[src/rtl/cam_serializer.sv]
// cam_serializer: streams one frame of row-major pixels as a framed serial
// bit stream (start bit 1, IMG_W*IMG_H pixels MSB first, stop bit 0) with a
// divided bit clock. Pixels arrive through a one-entry holding register.
module cam_serializer #(
    parameter int IMG_W   = 26,
    parameter int IMG_H   = 26,
    parameter int PIX_W   = 8,
    parameter int CLK_DIV = 426
) (
    input  logic             clk,
    input  logic             rst,
    input  logic             en,
    input  logic             frame_start,
    input  logic [PIX_W-1:0] pix_data,
    input  logic             pix_valid,
    output logic             pix_ready,
    output logic             cam_data,
    output logic             cam_clk,
    output logic             busy,
    output logic             frame_done,
    output logic             underrun
);
    localparam int NPIX   = IMG_W * IMG_H;
    localparam int DIV_W  = (CLK_DIV > 2) ? $clog2(CLK_DIV - 1) + 1 : 1;
    localparam int BIT_W  = (PIX_W > 2) ? $clog2(PIX_W - 1) + 1 : 1;
    localparam int PIX_CW = (NPIX > 2) ? $clog2(NPIX - 1) + 1 : 1;

    localparam logic [DIV_W-1:0]  DIV_LAST = DIV_W'(CLK_DIV - 1);
    localparam logic [DIV_W-1:0]  DIV_HALF = DIV_W'(CLK_DIV / 2);
    localparam logic [BIT_W-1:0]  BIT_LAST = BIT_W'(PIX_W - 1);
    localparam logic [PIX_CW-1:0] PIX_LAST = PIX_CW'(NPIX - 1);

    typedef enum logic [1:0] {IDLE, START, DATA, STOP} state_t;

    state_t             state, state_nxt;
    logic [DIV_W-1:0]   div_cnt;
    logic [BIT_W-1:0]   bit_cnt;
    logic [PIX_CW-1:0]  pix_cnt;
    logic [PIX_W-1:0]   shreg;
    logic [PIX_W-1:0]   hold_reg;
    logic               hold_full;

    logic bit_end, last_bit, last_pix, load, xfer, abort, accept;

    assign bit_end  = (div_cnt == DIV_LAST);
    assign last_bit = (bit_cnt == BIT_LAST);
    assign last_pix = (pix_cnt == PIX_LAST);
    assign abort    = !en && (state != IDLE);
    assign accept   = en && frame_start && (state == IDLE);
    // A pixel's first bit begins on leaving START and at every pixel boundary
    // inside DATA except after the final pixel.
    assign load     = en && bit_end &&
                      ((state == START) ||
                       ((state == DATA) && last_bit && !last_pix));
    assign xfer     = en && pix_valid && !hold_full;
    assign pix_ready = !hold_full;

    // State register.
    always_ff @(posedge clk or posedge rst) begin
        if (rst) state <= IDLE;
        else     state <= state_nxt;
    end

    // Next-state and line outputs; dropping en always returns to IDLE.
    always_comb begin
        state_nxt = state;
        cam_data  = 1'b0;
        cam_clk   = 1'b0;
        busy      = 1'b0;
        case (state)
            IDLE:  if (en && frame_start) state_nxt = START;
            START: begin
                if (bit_end) state_nxt = DATA;
                cam_data = 1'b1;
            end
            DATA: begin
                if (bit_end && last_bit && last_pix) state_nxt = STOP;
                cam_data = shreg[PIX_W-1];
            end
            STOP:  if (bit_end) state_nxt = IDLE;
            default: state_nxt = IDLE;
        endcase
        if (state != IDLE) begin
            busy    = 1'b1;
            cam_clk = (div_cnt >= DIV_HALF);
        end
        if (!en) state_nxt = IDLE;
    end

    // Bit-period, bit and pixel counters; zero whenever idle or leaving a frame.
    always_ff @(posedge clk or posedge rst) begin
        if (rst) begin
            div_cnt <= '0;
            bit_cnt <= '0;
            pix_cnt <= '0;
        end else if (state == IDLE || state_nxt == IDLE) begin
            div_cnt <= '0;
            bit_cnt <= '0;
            pix_cnt <= '0;
        end else begin
            div_cnt <= bit_end ? '0 : div_cnt + 1'b1;
            if (state == DATA && bit_end) begin
                bit_cnt <= last_bit ? '0 : bit_cnt + 1'b1;
                if (last_bit) pix_cnt <= last_pix ? '0 : pix_cnt + 1'b1;
            end
        end
    end

    // Shift register: load a fresh pixel (zero on underrun) or shift MSB out.
    always_ff @(posedge clk or posedge rst) begin
        if (rst)                          shreg <= '0;
        else if (abort)                   shreg <= '0;
        else if (load)                    shreg <= hold_full ? hold_reg : '0;
        else if (state == DATA && bit_end) shreg <= shreg << 1;
    end

    // Holding register: a transfer only lands in an empty slot, so a load and
    // a transfer in the same cycle leave the new pixel waiting.
    always_ff @(posedge clk or posedge rst) begin
        if (rst) begin
            hold_reg  <= '0;
            hold_full <= 1'b0;
        end else if (abort) begin
            hold_full <= 1'b0;
        end else if (xfer) begin
            hold_reg  <= pix_data;
            hold_full <= 1'b1;
        end else if (load) begin
            hold_full <= 1'b0;
        end
    end

    // Sticky underrun, cleared when the next frame is accepted.
    always_ff @(posedge clk or posedge rst) begin
        if (rst)                     underrun <= 1'b0;
        else if (accept)             underrun <= 1'b0;
        else if (load && !hold_full) underrun <= 1'b1;
    end

    // Frame-complete pulse on the first IDLE cycle after a finished stop bit.
    always_ff @(posedge clk or posedge rst) begin
        if (rst) frame_done <= 1'b0;
        else     frame_done <= en && (state == STOP) && bit_end;
    end
endmodule

[config.mk]
export PLATFORM = sky130hd
export DESIGN_NAME = cam_serializer
export DESIGN_NICKNAME = d
export VERILOG_FILES = /design/src/rtl/cam_serializer.sv
export SDC_FILE = /design/constraint.sdc
export NUM_CORES = 1
export LEC_CHECK = 0
export CELL_PAD_IN_SITES_DETAIL_PLACEMENT = 0
export CELL_PAD_IN_SITES_GLOBAL_PLACEMENT = 2
export CORE_ASPECT_RATIO = 1.1
export CORE_UTILIZATION = 30
export DETAILED_ROUTE_END_ITERATION = 16
export DONT_BUFFER_PORTS = 1
export PLACE_DENSITY_LB_ADDON = 0.1
export SYNTH_ARGS = -nofsm -noshare
export SYNTH_HDL_FRONTEND = slang
export SYNTH_SLANG_ARGS = --single-unit
[constraint.sdc]
create_clock -name clk -period 3.25 [get_ports clk]
set_clock_uncertainty 0.1 [all_clocks]
set_input_delay 0.65 -clock clk [delete_from_list [all_inputs] [get_ports clk]]
set_output_delay 0.65 -clock clk [all_outputs]
set_load 0.01 [all_outputs]
Yosys cells after proc, flatten, opt, wreduce, memory -nomap -nowiden --
Cells that the tools add are included. Widths: inputs -> output; s select.
Word-level totals: register bits 46, bits of input ports 13, output and inout port bits 6, logic and storage cells 77
Operators by class: add/sub/neg operators 3, magnitude comparators 1, equal/unequal tests 6, mux-type cells 27, bitwise operators 1, reduce and logical (&&, ||, !) cells 30
Operator list (number):
- $mux 11 | 4
- $mux 8 | 4
- $mux 10 | 2
- $logic_and 1x1->1 | 15
- $mux 4 | 3
- $add 11x1->11 const B | 1
- $eq 11x10->1 const B | 1
- $add 10x1->10 const B | 1
- $eq 10x9->1 const B | 1
- $ge 10x8->1 const B | 1
- $mux 2 | 5
- $pmux 2 s4 | 1
- $reduce_bool 2->1 | 4
- $mux 1 | 7
- $reduce_bool 3->1 | 2
- $add 4x1->4 const B | 1
- $eq 2x2->1 const B | 2
- $eq 4x3->1 const B | 1
- $logic_not 2->1 | 2
- $reduce_and 2->1 | 2
- $logic_not 1->1 | 3
- $eq 2x1->1 const B | 1
- $logic_or 1x1->1 | 2
- $pmux 1 s2 | 1
- $not 1->1 | 1

Longest topological paths before layout --
depth after elaboration 10, gate-level depth with buffers 9, depth with buffers taken out 7

Least setup slack after synthesis --
Ideal clock, no wire load.
kind reg2reg, start reg div_cnt[0], end reg div_cnt[5], setup time 0.124 ns, arrival time 1.889 ns, required time 3.026 ns, path slack 1.137 ns, cell stages (with the launch flop) 9, path buffers 2, period minus slack after synthesis 2.113 ns, cells stage by stage dfrtp_1 > ha_1 > and4b_4 > and3_1 > buf_4 > o311a_1 > o21ai_4 > buf_4 > nor3_1
Between the ends: longest elaborated chain between the ends 9, elaborated cells on any way between the ends 13, those cells by class add/sub (1); eq/ne (1); mux (7); reduce/logical (4)
Ends and longest elaborated chain:
- start, declared | line 36 | logic [DIV_W-1:0] div_cnt;
- start signal, assigned | line 101 | div_cnt <= bit_end ? '0 : div_cnt + 1'b1;
- $eq 10x9->1 (*) | line 45 | assign bit_end = (div_cnt == DIV_LAST);
- $logic_and 1x1->1 (2 in a row) | line 77 | if (bit_end && last_bit && last_pix) state_nxt = STOP;
- $mux 2 | line 77
- $pmux 2 s4 (*) | line 70 | case (state)
- $mux 2 (*) | line 87 | if (!en) state_nxt = IDLE;
- net state_nxt[1] | line 35 | state_t state, state_nxt;
- $logic_not 2->1 (*) | line 96 | end else if (state == IDLE || state_nxt == IDLE) begin
- $logic_or 1x1->1 (*) | line 96
- $mux 10 (*) | line 96
Mark *: on every way through the listed nets, which the timed path passes. The rest lies on a longest branch. A chain may end at the register's enable or synchronous reset.

Worst setup path after layout --
start reg div_cnt[1], end reg pix_cnt[8]
Between the ends: longest elaborated chain between the ends 10, elaborated cells on any way between the ends 15, those cells by class eq/ne (1); mux (6); reduce/logical (8)
Ends and longest elaborated chain:
- $eq 10x9->1 (*) | line 45
- $logic_and 1x1->1 (2 in a row) | line 77
- $mux 2 | line 77
- $pmux 2 s4 | line 70
- $mux 2 | line 87
- $logic_not 2->1 | line 96
- $logic_or 1x1->1 | line 96
- $reduce_bool 2->1 (no line)
- $reduce_and 2->1 (no line)
- end signal, assigned | line 104 | if (last_bit) pix_cnt <= last_pix ? '0 : pix_cnt + 1'b1;
- end, declared | line 38 | logic [PIX_CW-1:0] pix_cnt;
Mark *: on every way between the ends. The rest lies on a longest branch, timed or not.

==> flow_summary.ini <==
[outcome]
run_status = finished clean

[floorplanning]
core_area_sq_um = 8000
start_util_pct = 31.4
die_h_um = 98.0
rows = 34
fp.dieW_um = 89.3
die-area_sq_um = 8750
io_pins = 19

[synthesis]
synth_top_flop_cell = dfrtp_1
synth_cell_types = 48
netlist_instances = 252
syn_nets = 274
ys_seq_area_share_pct = 45.8
ys_async_sr_fraction_pct = 100
synth_warnings = 0
ys_ff_latch = 46
synth_edf_count = 0
avgSynthCellArea_sq_um = 9.97
syn_area_sq_um = 2510

[setup_path]
slowest_delay_ns = 0.54
cp.arrival_ns = 2.73
rr_startpoint = div_cnt[1]
end_kind = flop
cp_max_fo = 20
crit_required_ns = 3.33
r2r-end = pix_cnt[8]
path_cells = inv_1 -> ha_1 -> and4b_4 -> and3_1 -> o32ai_1 -> o21ai_4 -> buf_4 -> nor3_1
critPathKind = reg2reg
cp_slowest_cell = and3_1
setup.worst_path.start = div_cnt[1]
r2r_setup_slack_ns = 0.60
start_kind = flop
worstRegToRegCells = 8

[power]
leakagePower_nw = 1.05
power_density_nw_per_um2 = 459
ir_drop_uv = 231
finalPower_w = 0.00125

[job]
maxCapViolCount = 0

[layout]
largest_reg_flops = 11
top_register = pix_cnt
seqCellArea_sq_um = 1150
multiInputGateArea_sq_um = 1270
reg_top3 = pix_cnt x11, div_cnt x10
fill_cells = 868
final_common_cell = dfrtp_1
diodes = 0
area_growth_pct = 8.57
nets = 276
drive_above_1_share_pct = 11.8
mostFrequentLayoutCells = 46 x dfrtp_1, 21 x nor2_1, 19 x nand2_1, 19 x a21oi_1, 16 x nor3_1

[timing]
tightestPinTransition_ns = 1.04
finalCritPeriodShare_pct = 81.7
rsz0062_at_grt = no
min_period_ns = 2.65
setup_viol = 0
setup_tns_ns = 0
maxClockFrequency_mhz = 377
finalMaxSlewViolations = 0
slew_headroom_pct = 30.7
hold_viol = 0

[detailed_routing]
vias_per_cell = 5.10
wl_um = 5870
route.detailed.drc = 0
wire_per_inst_um = 16.2
ant_nets = 0
vias = 1852
drtIter0Drc = 40
drt_first_pass_iters = 4

[placed_design]
gp_congestion = 0.739
place_hpwl_um = 4170
io_buffers = 0

[clock_network]
insertion_delay_ns = 0.30
post_cts_buffers = 0
numCtsBuffers = 5
cts.sink_count = 46
cts_buffer_depth = 2
root_buffer = clkbuf_8
tritoncts = done
ctsHoldBuffers = 0
htree_num_levels = 2
cts_resized = 0
clkTransAtPathRegs_ns = 0.09

[hold_path]
whs_path_depth = 1
worstHoldPathType = in2reg
min_from = en
min_to = underrun

[global_routing]
grt_usage_pct = 14.8
grt_first_pass_wirelength_um = 9710
grt_max_degree = 47
antenna_found_initial = 0
grt_pass1_vias = 1890
grt_overflow = 0
[kinds of logic after synthesis]
group / after synthesis / share of synthesized area, %
adder cells (fa/ha/maj): 9 / 4.48
AND/OR/NAND/NOR: 109 / 24.8
multiplexers: 15 / 6.37
AO/OA/AOI/OAI: 43 / 11.0
buffers and inverters: 19 / 3.74
XOR/XNOR: 11 / 3.83
flip-flops: 46 / 45.8
[cell usage after synthesis, types with 3 or more instances]
cell | n | share of area, %
or3_1 | 3 | 0.75
dfrtp_1 | 46 | 46
nor2_1 | 21 | 3.1
nand4_1 | 5 | 1.2
ha_1 | 9 | 4.5
mux2i_1 | 7 | 2.8
and3_1 | 4 | 1.0
buf_4 | 3 | 0.90
xor2_1 | 7 | 2.4
o21ai_1 | 7 | 1.4
mux2_2 | 8 | 3.6
nand2_1 | 19 | 2.8
xnor2_1 | 4 | 1.4
nor2b_1 | 3 | 0.75
inv_1 | 10 | 1.5
nand3b_1 | 3 | 0.90
nand2b_1 | 3 | 0.75
buf_2 | 3 | 0.60
nand3_1 | 15 | 3.0
o21ai_0 | 5 | 1.0
a21oi_1 | 19 | 3.8
nor3_1 | 16 | 3.2
[critical path, delay by kind of cell (launching register included)]
| kind | cells | cell delay (ns) |
|---|---|---|
| flip-flops | 1 | 0.43 |
| AND/OR/NAND/NOR | 3 | 0.91 |
| adder cells (fa/ha/maj) | 1 | 0.18 |
| buffers and inverters | 2 | 0.40 |
| AO/OA/AOI/OAI | 2 | 0.50 |
[per-stage QoR]
step                      instances  setup slack [ns]  util, %  hold slack, ns  instance area (sq um)
final                           363             0.596     34.1           0.345                   2730
after global placement          355             0.646     32.8           0.372                   2620
after detailed placement        355             0.601     32.8           0.378                   2620
after global routing            363             0.418     34.1           0.327                   2730
after CTS                       363             0.593     34.1           0.329                   2730
after floorplan                 252              1.14        -           0.355                   2510
[routing by layer]
metal  GRT usage (%)  up-vias  part of all wire [%]
met3            3.21        8                   2.7
met1            19.3      917                    47
met2            24.0       27                    48
li1                -      900                     -
met5               0        -                     0
met4            5.25        0                   1.6
[cell type report]
class,instances,share of cell area (%)
clock inverters,1,1.10
well taps,108,4.95
flip-flops and latches,46,42.2
repair buffers,4,1.10
multi-input cells,187,46.5
clock buffers,7,2.80
inverters,10,1.38
[worst max path at each step]
| stage | to | slack [ns] | cells past startpoint |
|---|---|---|---|
| after floorplan | div_cnt[5] | 1.14 | 8 |
| after global placement | div_cnt[8] | 0.65 | 8 |
| after detailed placement | div_cnt[7] | 0.60 | 8 |
| after CTS | pix_cnt[8] | 0.59 | 8 |
| after global routing | div_cnt[7] | 0.42 | 8 |
| final | pix_cnt[8] | 0.60 | 8 |
[power breakdown]
part           switching [W]  internal [W]
combinational      0.0000915     0.0000675
clock               0.000199      0.000231
sequential         0.0000319      0.000632
total               0.000322      0.000930
(Power assumes the default switching activity.)
